**config.mk**
```make
export PLATFORM = sky130hd
export DESIGN_NAME = fifo_mem_ctrl
export DESIGN_NICKNAME = d
export VERILOG_FILES = /design/src/rtl/fifo_mem_ctrl.sv
export SDC_FILE = /design/constraint.sdc
export NUM_CORES = 1
export LEC_CHECK = 0
export CAP_MARGIN = 20
export CORE_MARGIN = 8
export CORE_UTILIZATION = 53
export DETAILED_ROUTE_END_ITERATION = 12
export GPL_ROUTABILITY_DRIVEN = 0
export PLACE_DENSITY = 0.84
export SLEW_MARGIN = 30
export SYNTH_ARGS = -nofsm -noshare
export SYNTH_HDL_FRONTEND = slang
export SYNTH_SLANG_ARGS = --single-unit
```
**constraint.sdc**
```tcl
create_clock -name clk -period 9.2 [get_ports clk]
set_clock_uncertainty 0.1 [all_clocks]
set_input_delay 1.84 -clock clk [delete_from_list [all_inputs] [get_ports clk]]
set_output_delay 1.84 -clock clk [all_outputs]
set_load 0.01 [all_outputs]
```
**src/rtl/fifo_mem_ctrl.sv**
```systemverilog
// Single-clock sequencer for one fifo_mem instance: pointers, enables, occupancy flags,
// and a first-word-fall-through valid/ready view of the registered memory output.
module fifo_mem_ctrl #(
  parameter int ADDR     = 6,
  parameter int AF_LEVEL = 2**ADDR - 2,
  parameter int AE_LEVEL = 2
) (
  input  logic            clk,
  input  logic            rst_n,
  input  logic            flush,
  input  logic            winc,
  output logic            full,
  output logic            almost_full,
  output logic            wclken,
  output logic [ADDR-1:0] waddr,
  input  logic            rready,
  output logic            rvalid,
  output logic            rclken,
  output logic [ADDR-1:0] raddr,
  output logic            almost_empty,
  output logic [ADDR:0]   occupancy,
  output logic            overflow,
  input  logic            err_clr
);

  localparam logic [ADDR:0] DEPTH = (ADDR+1)'(2**ADDR);
  localparam logic [ADDR:0] AF_TH = (ADDR+1)'(AF_LEVEL);
  localparam logic [ADDR:0] AE_TH = (ADDR+1)'(AE_LEVEL);

  logic [ADDR-1:0] wptr;
  logic [ADDR-1:0] rptr;
  // Words sitting in the memory array; the word already loaded into rdata is tracked by rvalid.
  logic [ADDR:0]   mem_cnt;

  assign full         = (mem_cnt == DEPTH);
  assign wclken       = winc & ~full & ~flush;
  // Prefetch whenever the output slot is free or being emptied this cycle.
  assign rclken       = (mem_cnt != '0) & (~rvalid | rready) & ~flush;
  assign waddr        = wptr;
  assign raddr        = rptr;
  assign occupancy    = mem_cnt + (ADDR+1)'(rvalid);
  assign almost_full  = (occupancy >= AF_TH);
  assign almost_empty = (occupancy <= AE_TH);

  always_ff @(posedge clk or negedge rst_n) begin
    if (!rst_n) begin
      wptr    <= '0;
      rptr    <= '0;
      mem_cnt <= '0;
      rvalid  <= 1'b0;
    end else if (flush) begin
      wptr    <= '0;
      rptr    <= '0;
      mem_cnt <= '0;
      rvalid  <= 1'b0;
    end else begin
      if (wclken) wptr <= wptr + 1'b1;
      if (rclken) rptr <= rptr + 1'b1;
      case ({wclken, rclken})
        2'b10:   mem_cnt <= mem_cnt + 1'b1;
        2'b01:   mem_cnt <= mem_cnt - 1'b1;
        default: mem_cnt <= mem_cnt;
      endcase
      if (rclken)
        rvalid <= 1'b1;
      else if (rready & rvalid)
        rvalid <= 1'b0;
    end
  end

  // Sticky error: a set in the same cycle as err_clr takes priority.
  always_ff @(posedge clk or negedge rst_n) begin
    if (!rst_n)
      overflow <= 1'b0;
    else if (winc & full & ~flush)
      overflow <= 1'b1;
    else if (err_clr)
      overflow <= 1'b0;
  end

endmodule

```
==> impl_metrics.yaml, run 1 <==
setup_path:
  critPathTopFamily: "buffers and inverters"
  reg2reg_to: "mem_cnt[6]"
  r2r_cells: 9
  path_buf_inv: 2
  cp_max_fo: 26
  cp_cell_sequence: "clkdlybuf4s50_1 -> nor3_1 -> clkdlybuf4s50_1"
  critical_path_class: "in2out"
  cpPeakStageDelay_ns: 0.89
  startpoint_type: "input port"
  worstPathRequired_ns: 7.26
  reg2reg_from: "mem_cnt[1]"
  worst_ep_arrival_time_ns: 3.65
  rrSetupSlack_ns: 5.28
  crit_slowest_cell: "clkdlybuf4s50_1"
  end_kind: "primary output"
  crit_top_cell: "clkdlybuf4s50_1"
sta:
  fmax_mhz: 179
  drv_slew: 0
  relSlewSlack: 0.382
  hold_slack_ns: 0.454
  worst_slew_pin_slew_ns: 0.925
  period_share: 0.607
  fin_setup_tns_ns: 0
  rsz0062_at_grt: "false"
  setup_viol: 0
  period_minus_slack_ns: 5.59
  hold_violations: 0
synth:
  synth_cells: 150
  netlist-cell-type-count: 38
  synthArstFlopShare: 1.00
  synth_edf_count: 0
  syn-cell-area_um2: 1400
  synth_warnings: 0
  ys_seq_area_frac: 0.376
  synth_nets: 166
  ys.flop_type: "dfrtp_1"
  syn_area_per_cell_um2: 9.33
  synth_seq_cells: 21
cells_and_area:
  drive_above_1_share: 0.0618
  final_util: 0.699
  final_common_cell: "clkdlybuf4s50_1"
  area_growth_pct: 25.0
  final_cell_mix: "30 x clkdlybuf4s50_1, 21 x dfrtp_1, 17 x nor2_1"
  finalNetCount: 195
  insertedDiodeCount: 0
clocking:
  cts_buffers: 3
  clock_sinks: 21
  cts_max_level: 1
  postCtsSetupBuffers: 0
  cts_tree: "done"
  root_buffer: "clkbuf_4"
  cts_hold_buf: 0
  path_clk_slew_ns: 0.12
  clk_latency_ns: 0.31
  cts-resized-gates: 0
  cts_buffer_depth: 2
global_routing:
  grt_use_total: 0.157
  first_global_vias: 1238
  grt_use_met2: 0.280
  antenna_found_initial: 0
  grt_max_degree: 27
  grt.met3_usage: 0.0364
  busiest_layer: "met2"
  grt_pass1_wl_um: 5610
  grtUsageMet1: 0.183
  grt-ovfl-total: 0
pwr:
  power.total_uw: 461
  leakage_nw: 0.790
  power_density_nw_per_um2: 264
  ir_worst_vdd_mv: 0.190
route:
  num_vias: 1200
  dr.pass1.iters: 4
  vias_per_cell: 5.77
  wl_per_cell_um: 15.7
  drt-initial-drc-count: 53
  drc: 0
  routed_wirelength_um: 3260
  drt.antenna.violating_nets: 0
die:
  core_area_um2: 2500
  rows: 18
  die-area_um2: 4540
  die_w_um: 67.4
  start_util: 0.560
  ios: 32
  die_h_um: 67.4
outcome:
  status: "finished, final reports clean"
placement:
  portBuffers: 31
  dp.final_hpwl_um: 2510
hold_path:
  hold_end: "overflow"
  min_path_type: "reg2reg"
  min_from: "overflow"
  whs_path_depth: 2
run:
  drv_cap: 0
-- layer usage --
metal / wire (µm) / vias to the layer above
met4: 49 / 0
met5: 0 / -
met2: 1660 / 28
met3: 158 / 7
met1: 1390 / 575
li1: - / 590
-- power by group --
group	internal (mW)	switching, mW	total [mW]
Sequential	0.112	0.0388	0.151
Clock	0.0162	0.0290	0.0453
Combinational	0.134	0.131	0.265
Total	0.262	0.199	0.461
-- registers in the layout, summed over array words and instances (netlist names) --
register  count
overflow      1
rvalid        1
waddr         6
mem_cnt       7
raddr         6
-- worst max-delay path by stage --
stage | from | cells after the start | slack [ns] | end
floorplan | flush | 3 | 4.75 | wclken
global placement | flush | 3 | 3.65 | wclken
detailed placement | flush | 3 | 3.61 | wclken
CTS | flush | 3 | 3.62 | wclken
global route | flush | 3 | 3.45 | wclken
finish | flush | 3 | 3.61 | wclken
-- worst reg2reg max path, delay by kind of cell, from the launching register on --
kind	cells	cell delay [ns]
adders and majority gates	1	0.42
muxes	2	0.59
and+or+nand+nor	2	1.14
DFF	1	0.50
AOI/OAI and AO/OA	4	1.07
-- logic make-up (layout without fill, tap and decap cells) --
logic type / after synthesis / after routing / share of synthesized area
compound gates: 28 / 28 / 0.162
xor+xnor: 17 / 17 / 0.106
fa+ha+maj: 10 / 10 / 0.0948
buf+inv: 13 / 41 / 0.0358
flops: 21 / 21 / 0.376
mux: 3 / 3 / 0.0224
simple gates: 58 / 58 / 0.203
-- layout make-up --
class	instances	area, µm²
clock inverter	1	5.00
fill	199	752
sequential	21	526
clock buffer	3	22.5
tap	30	37.5
inverter	6	22.5
timing repair buffer	31	305
multi-input combinational	116	830
-- cell usage after synthesis, types with 2 or more instances --
library cell | n | area [µm²]
nand2b_1 | 3 | 18.8
a31oi_1 | 3 | 18.8
nor4_1 | 2 | 12.5
nor2_1 | 17 | 63.8
nand3_1 | 5 | 25.0
o31ai_1 | 3 | 22.5
clkbuf_1 | 6 | 22.5
a211oi_1 | 2 | 15.0
xor2_1 | 9 | 78.8
inv_1 | 6 | 22.5
mux2i_1 | 2 | 20.0
nand2_1 | 14 | 52.6
xnor2_1 | 8 | 70.1
a21o_1 | 4 | 30.0
dfrtp_1 | 21 | 526
and3_1 | 2 | 12.5
nor3_1 | 6 | 30.0
nand4_1 | 3 | 18.8
o21ai_0 | 3 | 15.0
ha_1 | 9 | 113
a21oi_1 | 5 | 25.0
-- stage by stage --
stage	area, µm²	cells	setup slack [ns]
2_1_floorplan	1400	150	4.75
3_3_place_gp	1720	204	3.65
3_5_place_dp	1720	204	3.61
4_1_cts	1750	208	3.62
5_1_grt	1750	208	3.45
6_report	1750	208	3.61
No activity file was read; power rests on OpenSTA's default activity.
==> inputs of run 2 (changes only) <==
--- a/config.mk
+++ b/config.mk
@@ -7,10 +7,10 @@
 export LEC_CHECK = 0
 export CAP_MARGIN = 20
 export CORE_MARGIN = 8
-export CORE_UTILIZATION = 53
+export CORE_UTILIZATION = 50
 export DETAILED_ROUTE_END_ITERATION = 12
 export GPL_ROUTABILITY_DRIVEN = 0
-export PLACE_DENSITY = 0.84
+export PLACE_DENSITY = 0.8
 export SLEW_MARGIN = 30
 export SYNTH_ARGS = -nofsm -noshare
 export SYNTH_HDL_FRONTEND = slang
==> constraint.sdc (replaced) <==
create_clock -name clk -period 5.4 [get_ports clk]
set_clock_uncertainty 0.1 [all_clocks]
set_input_delay 1.08 -clock clk [delete_from_list [all_inputs] [get_ports clk]]
set_output_delay 1.08 -clock clk [all_outputs]
set_load 0.01 [all_outputs]
==> impl_metrics.yaml, run 2 (synthesized netlist as in run 1, its figures left out) <==
die:
  core_area_um2: 2710
  start_util: 0.516
  rows: 19
  ios: 32
  die-area_um2: 4750
  die_w_um: 68.9
  die_h_um: 68.9
cells_and_area:
  drive_above_1_share: 0.0559
  largest_reg_flops: 7
  final_cell_mix: "30 x clkdlybuf4s50_1, 21 x dfrtp_1, 17 x nor2_1"
  regMostFlops: "mem_cnt"
  final_common_cell: "clkdlybuf4s50_1"
  area_growth_pct: 25.0
  fillers: 246
  finalNetCount: 196
  insertedDiodeCount: 0
sta:
  period_minus_slack_ns: 4.30
  rsz0062_at_grt: "false"
  relSlewSlack: 0.362
  setup_viol: 0
  drv_slew: 0
  hold_violations: 0
  period_share: 0.796
  fmax_mhz: 233
  worst_slew_pin_slew_ns: 0.953
  fin_setup_tns_ns: 0
route:
  vias_per_cell: 5.80
  num_vias: 1219
  routed-wl-met2_um: 1740
  wl_met3_um: 220
  wl_per_cell_um: 16.8
  drc: 0
  routed_wirelength_um: 3530
  drt-initial-drc-count: 87
  wl_met1_um: 1560
  dr.pass1.iters: 4
  drt.antenna.violating_nets: 0
  top_layer: "met4"
setup_path:
  cpPeakStageDelay_ns: 0.64
  critical_path_class: "in2reg"
  cp_cell_sequence: "clkdlybuf4s50_1 -> inv_1 -> a31oi_1 -> nor3_1 -> fa_1 -> a211oi_1 -> o21bai_1 -> a21oi_1 -> mux2i_1 -> mux2_1"
  startpoint_type: "input port"
  crit_slowest_cell: "a31oi_1"
  worst_ep_arrival_time_ns: 4.40
  cp_max_fo: 8
  end_kind: "register"
  worstPathRequired_ns: 5.50
clocking:
  clk_latency_ns: 0.30
  path_clk_slew_ns: 0.12
  cts_hold_buf: 0
  cts_buffer_depth: 2
  root_buffer: "clkbuf_4"
  cts_max_level: 1
  clock_sinks: 21
  cts_buffers: 3
  cts_tree: "done"
  cts-resized-gates: 0
  postCtsSetupBuffers: 0
global_routing:
  grt_use_total: 0.159
  first_global_vias: 1280
  grt-ovfl-total: 0
  grt_pass1_wl_um: 5820
  grt_max_degree: 26
  antenna_found_initial: 0
pwr:
  power_density_nw_per_um2: 455
  p_switching_uw: 348
  combPwrFrac: 0.577
  power.total_uw: 796
  swShare: 0.438
  pwr-share-clk: 0.097
  power_frac_seq: 0.326
  leakage_nw: 0.792
  intPower_uw: 447
  ir_worst_vdd_mv: 0.309
placement:
  portBuffers: 31
  dp.final_hpwl_um: 2670
run:
  drv_cap: 0
outcome:
  status: "finished, final reports clean"
hold_path:
  min_path_type: "reg2reg"
==> run 2: cell type report <==
type	instances	area [µm²]	area share
multi-input combinational	116	823	0.471
sequential	21	526	0.300
timing repair buffer	32	313	0.179
tap	31	38.8	0.0222
clock buffer	4	26.3	0.0150
inverter	6	22.5	0.0129
==> run 2: through the flow <==
stage               hold WS (ns)  instance area (µm²)  utilization  setup WS (ns)  instances
CTS                        0.448                 1750        0.647           1.19        210
global route               0.486                 1750        0.645          0.964        210
finish                     0.445                 1750        0.645           1.10        210
global placement           0.434                 1730        0.638           1.08        206
detailed placement         0.432                 1730        0.638          0.855        206
floorplan                  0.457                 1400            -           1.82        150
==> run 2: power by group through the flow <==
stage,clock (mW),combinational (mW),sequential (mW)
after floorplan,0,0.299,0.237
after global placement,0,0.438,0.258
after detailed placement,0,0.457,0.262
after CTS,0.0780,0.460,0.259
after global routing,0.0846,0.497,0.266
final,0.0772,0.459,0.259
==> run 2: worst paths after layout <==
path                                  from          to  slack, ns  cells after the start
worst max-delay path                  winc  mem_cnt[6]       1.10                     10
worst min-delay path              overflow    overflow       0.44                      2
worst max register to register  mem_cnt[1]  mem_cnt[6]       1.41                      9
worst min register to register    overflow    overflow       0.44                      2
max in group asynchronous            rst_n    raddr[3]       4.27                      1
min in group asynchronous            rst_n    waddr[2]       0.61                      1
==> run 2: metal layers <==
metal / track usage / vias up
li1: - / 591
met5: 0 / -
met2: 0.288 / 36
met4: 0.0551 / 0
met1: 0.176 / 590
met3: 0.0388 / 2
==> run 2: critical path: cells and delay by family <==
kind | cells | cell delay, ns
fa+ha+maj | 1 | 0.51
simple gates | 1 | 0.33
mux | 2 | 0.56
buf+inv | 2 | 0.59
compound gates | 4 | 1.31
==> inputs of run 3 (changes only) <==
--- a/config.mk
+++ b/config.mk
@@ -7,10 +7,10 @@
 export LEC_CHECK = 0
 export CAP_MARGIN = 20
 export CORE_MARGIN = 8
-export CORE_UTILIZATION = 50
+export CORE_UTILIZATION = 45
 export DETAILED_ROUTE_END_ITERATION = 12
 export GPL_ROUTABILITY_DRIVEN = 0
-export PLACE_DENSITY = 0.8
+export PLACE_DENSITY = 0.76
 export SLEW_MARGIN = 30
 export SYNTH_ARGS = -nofsm -noshare
 export SYNTH_HDL_FRONTEND = slang
==> constraint.sdc (replaced) <==
create_clock -name clk -period 3.9 [get_ports clk]
set_clock_uncertainty 0.1 [all_clocks]
set_input_delay 0.78 -clock clk [delete_from_list [all_inputs] [get_ports clk]]
set_output_delay 0.78 -clock clk [all_outputs]
set_load 0.01 [all_outputs]
==> impl_metrics.yaml, run 3 (synthesized netlist as in run 1, its figures left out) <==
clocking:
  cts-resized-gates: 0
  cts_tree: "done"
  clk_latency_ns: 0.31
  root_buffer: "clkbuf_4"
  path_clk_slew_ns: 0.13
  cts_hold_buf: 0
  cts_max_level: 1
  clock_sinks: 21
  cts_buffer_depth: 2
  postCtsSetupBuffers: 0
  cts_buffers: 3
setup_path:
  critPathTopFamily: "compound AO/OA/AOI/OAI gates"
  cp_cell_sequence: "clkdlybuf4s50_1 -> nand2b_1 -> o41ai_4 -> nor3_1 -> buf_4 -> ha_1 -> o21ai_0 -> o21bai_1 -> a21oi_1 -> mux2i_1 -> mux2_1"
  startpoint_type: "input port"
  worst_ep_arrival_time_ns: 3.70
  crit_slowest_cell: "clkdlybuf4s50_1"
  cpPeakStageDelay_ns: 0.47
  path_buf_inv: 2
  worstPathRequired_ns: 4.01
  critical_path_class: "in2reg"
  cp_max_fo: 7
  end_kind: "register"
sta:
  worst_slew_pin_slew_ns: 0.472
  hold_violations: 0
  relSlewSlack: 0.685
  period_minus_slack_ns: 3.59
  drv_slew: 0
  rsz0062_at_grt: "false"
  period_share: 0.920
  setup_viol: 0
  hold_slack_ns: 0.295
  fmax_mhz: 279
route:
  routed_wirelength_um: 3220
  drt-initial-drc-count: 88
  wl_met3_um: 212
  drt.antenna.violating_nets: 0
  vias_per_cell: 5.66
  top_layer: "met4"
  routed-wl-met2_um: 1570
  num_vias: 1217
  wl_met1_um: 1420
  wl_per_cell_um: 15.0
  drc: 0
  dr.pass1.iters: 4
cells_and_area:
  finalNetCount: 199
  finalInstanceArea_um2: 1780
  drive_above_1_share: 0.0769
  area_growth_pct: 27.1
  final_util: 0.592
  largest_reg_flops: 7
  instances_no_fill: 215
  final_cell_mix: "30 x clkdlybuf4s50_1, 21 x dfrtp_1, 17 x nor2_1"
  insertedDiodeCount: 0
  final_common_cell: "clkdlybuf4s50_1"
  regMostFlops: "mem_cnt"
die:
  die-area_um2: 5150
  start_util: 0.466
  die_w_um: 71.8
  rows: 20
  die_h_um: 71.8
  core_area_um2: 3000
  ios: 32
pwr:
  pwr-share-clk: 0.101
  power_frac_seq: 0.322
  leakage_nw: 0.806
  swShare: 0.426
  combPwrFrac: 0.577
  ir_worst_vdd_mv: 0.241
  p_switching_uw: 465
  power_density_nw_per_um2: 614
  intPower_uw: 627
global_routing:
  antenna_found_initial: 0
  first_global_vias: 1278
  grt_max_degree: 26
  grt_use_total: 0.132
  grt-ovfl-total: 0
  grt_pass1_wl_um: 5680
placement:
  portBuffers: 31
  dp.final_hpwl_um: 2540
  placedCellCount: 211
  place_area_um2: 1750
hold_path:
  min_path_type: "in2async"
outcome:
  status: "finished, final reports clean"
run:
  drv_cap: 0
## run 3: cell type report
cell class	instances	area, µm²
tap	33	41.3
multi-input combinational	116	823
timing repair buffer	35	335
fill	279	1220
inverter	6	22.5
sequential	21	526
clock inverter	1	7.51
clock buffer	3	22.5
## run 3: metal layers
layer	GRT usage	vias up
li1	-	595
met4	0.0272	0
met2	0.233	32
met3	0.0391	5
met5	0	-
met1	0.153	585
## run 3: worst paths after layout
kind,start,endpoint,slack (ns),cells after the start
min reg2reg,overflow,overflow,0.45,2
max,rready,mem_cnt[6],0.31,11
min,rst_n,raddr[5],0.30,1
max reg2reg,mem_cnt[1],mem_cnt[6],0.38,9
max in group asynchronous,rst_n,mem_cnt[2],3.07,1
min in group clk,overflow,overflow,0.45,2
## run 3: power by group through the flow
stage	sequential (mW)	combinational [mW]	clock [mW]
floorplan	0.328	0.414	0
global route	0.363	0.700	0.121
detailed placement	0.356	0.637	0
CTS	0.352	0.640	0.113
finish	0.351	0.630	0.111
global placement	0.355	0.617	0
## run 3: through the flow
| step | power [mW] | worst slack (ns) | setup TNS [ns] |
|---|---|---|---|
| 3_3_place_gp | 0.973 | 0.149 | 0 |
| 6_report | 1.09 | 0.313 | 0 |
| 5_1_grt | 1.18 | 0.00183 | 0 |
| 3_5_place_dp | 0.994 | -0.0208 | -0.0208 |
| 4_1_cts | 1.11 | 0.293 | 0 |
| 2_1_floorplan | 0.742 | 0.617 | 0 |
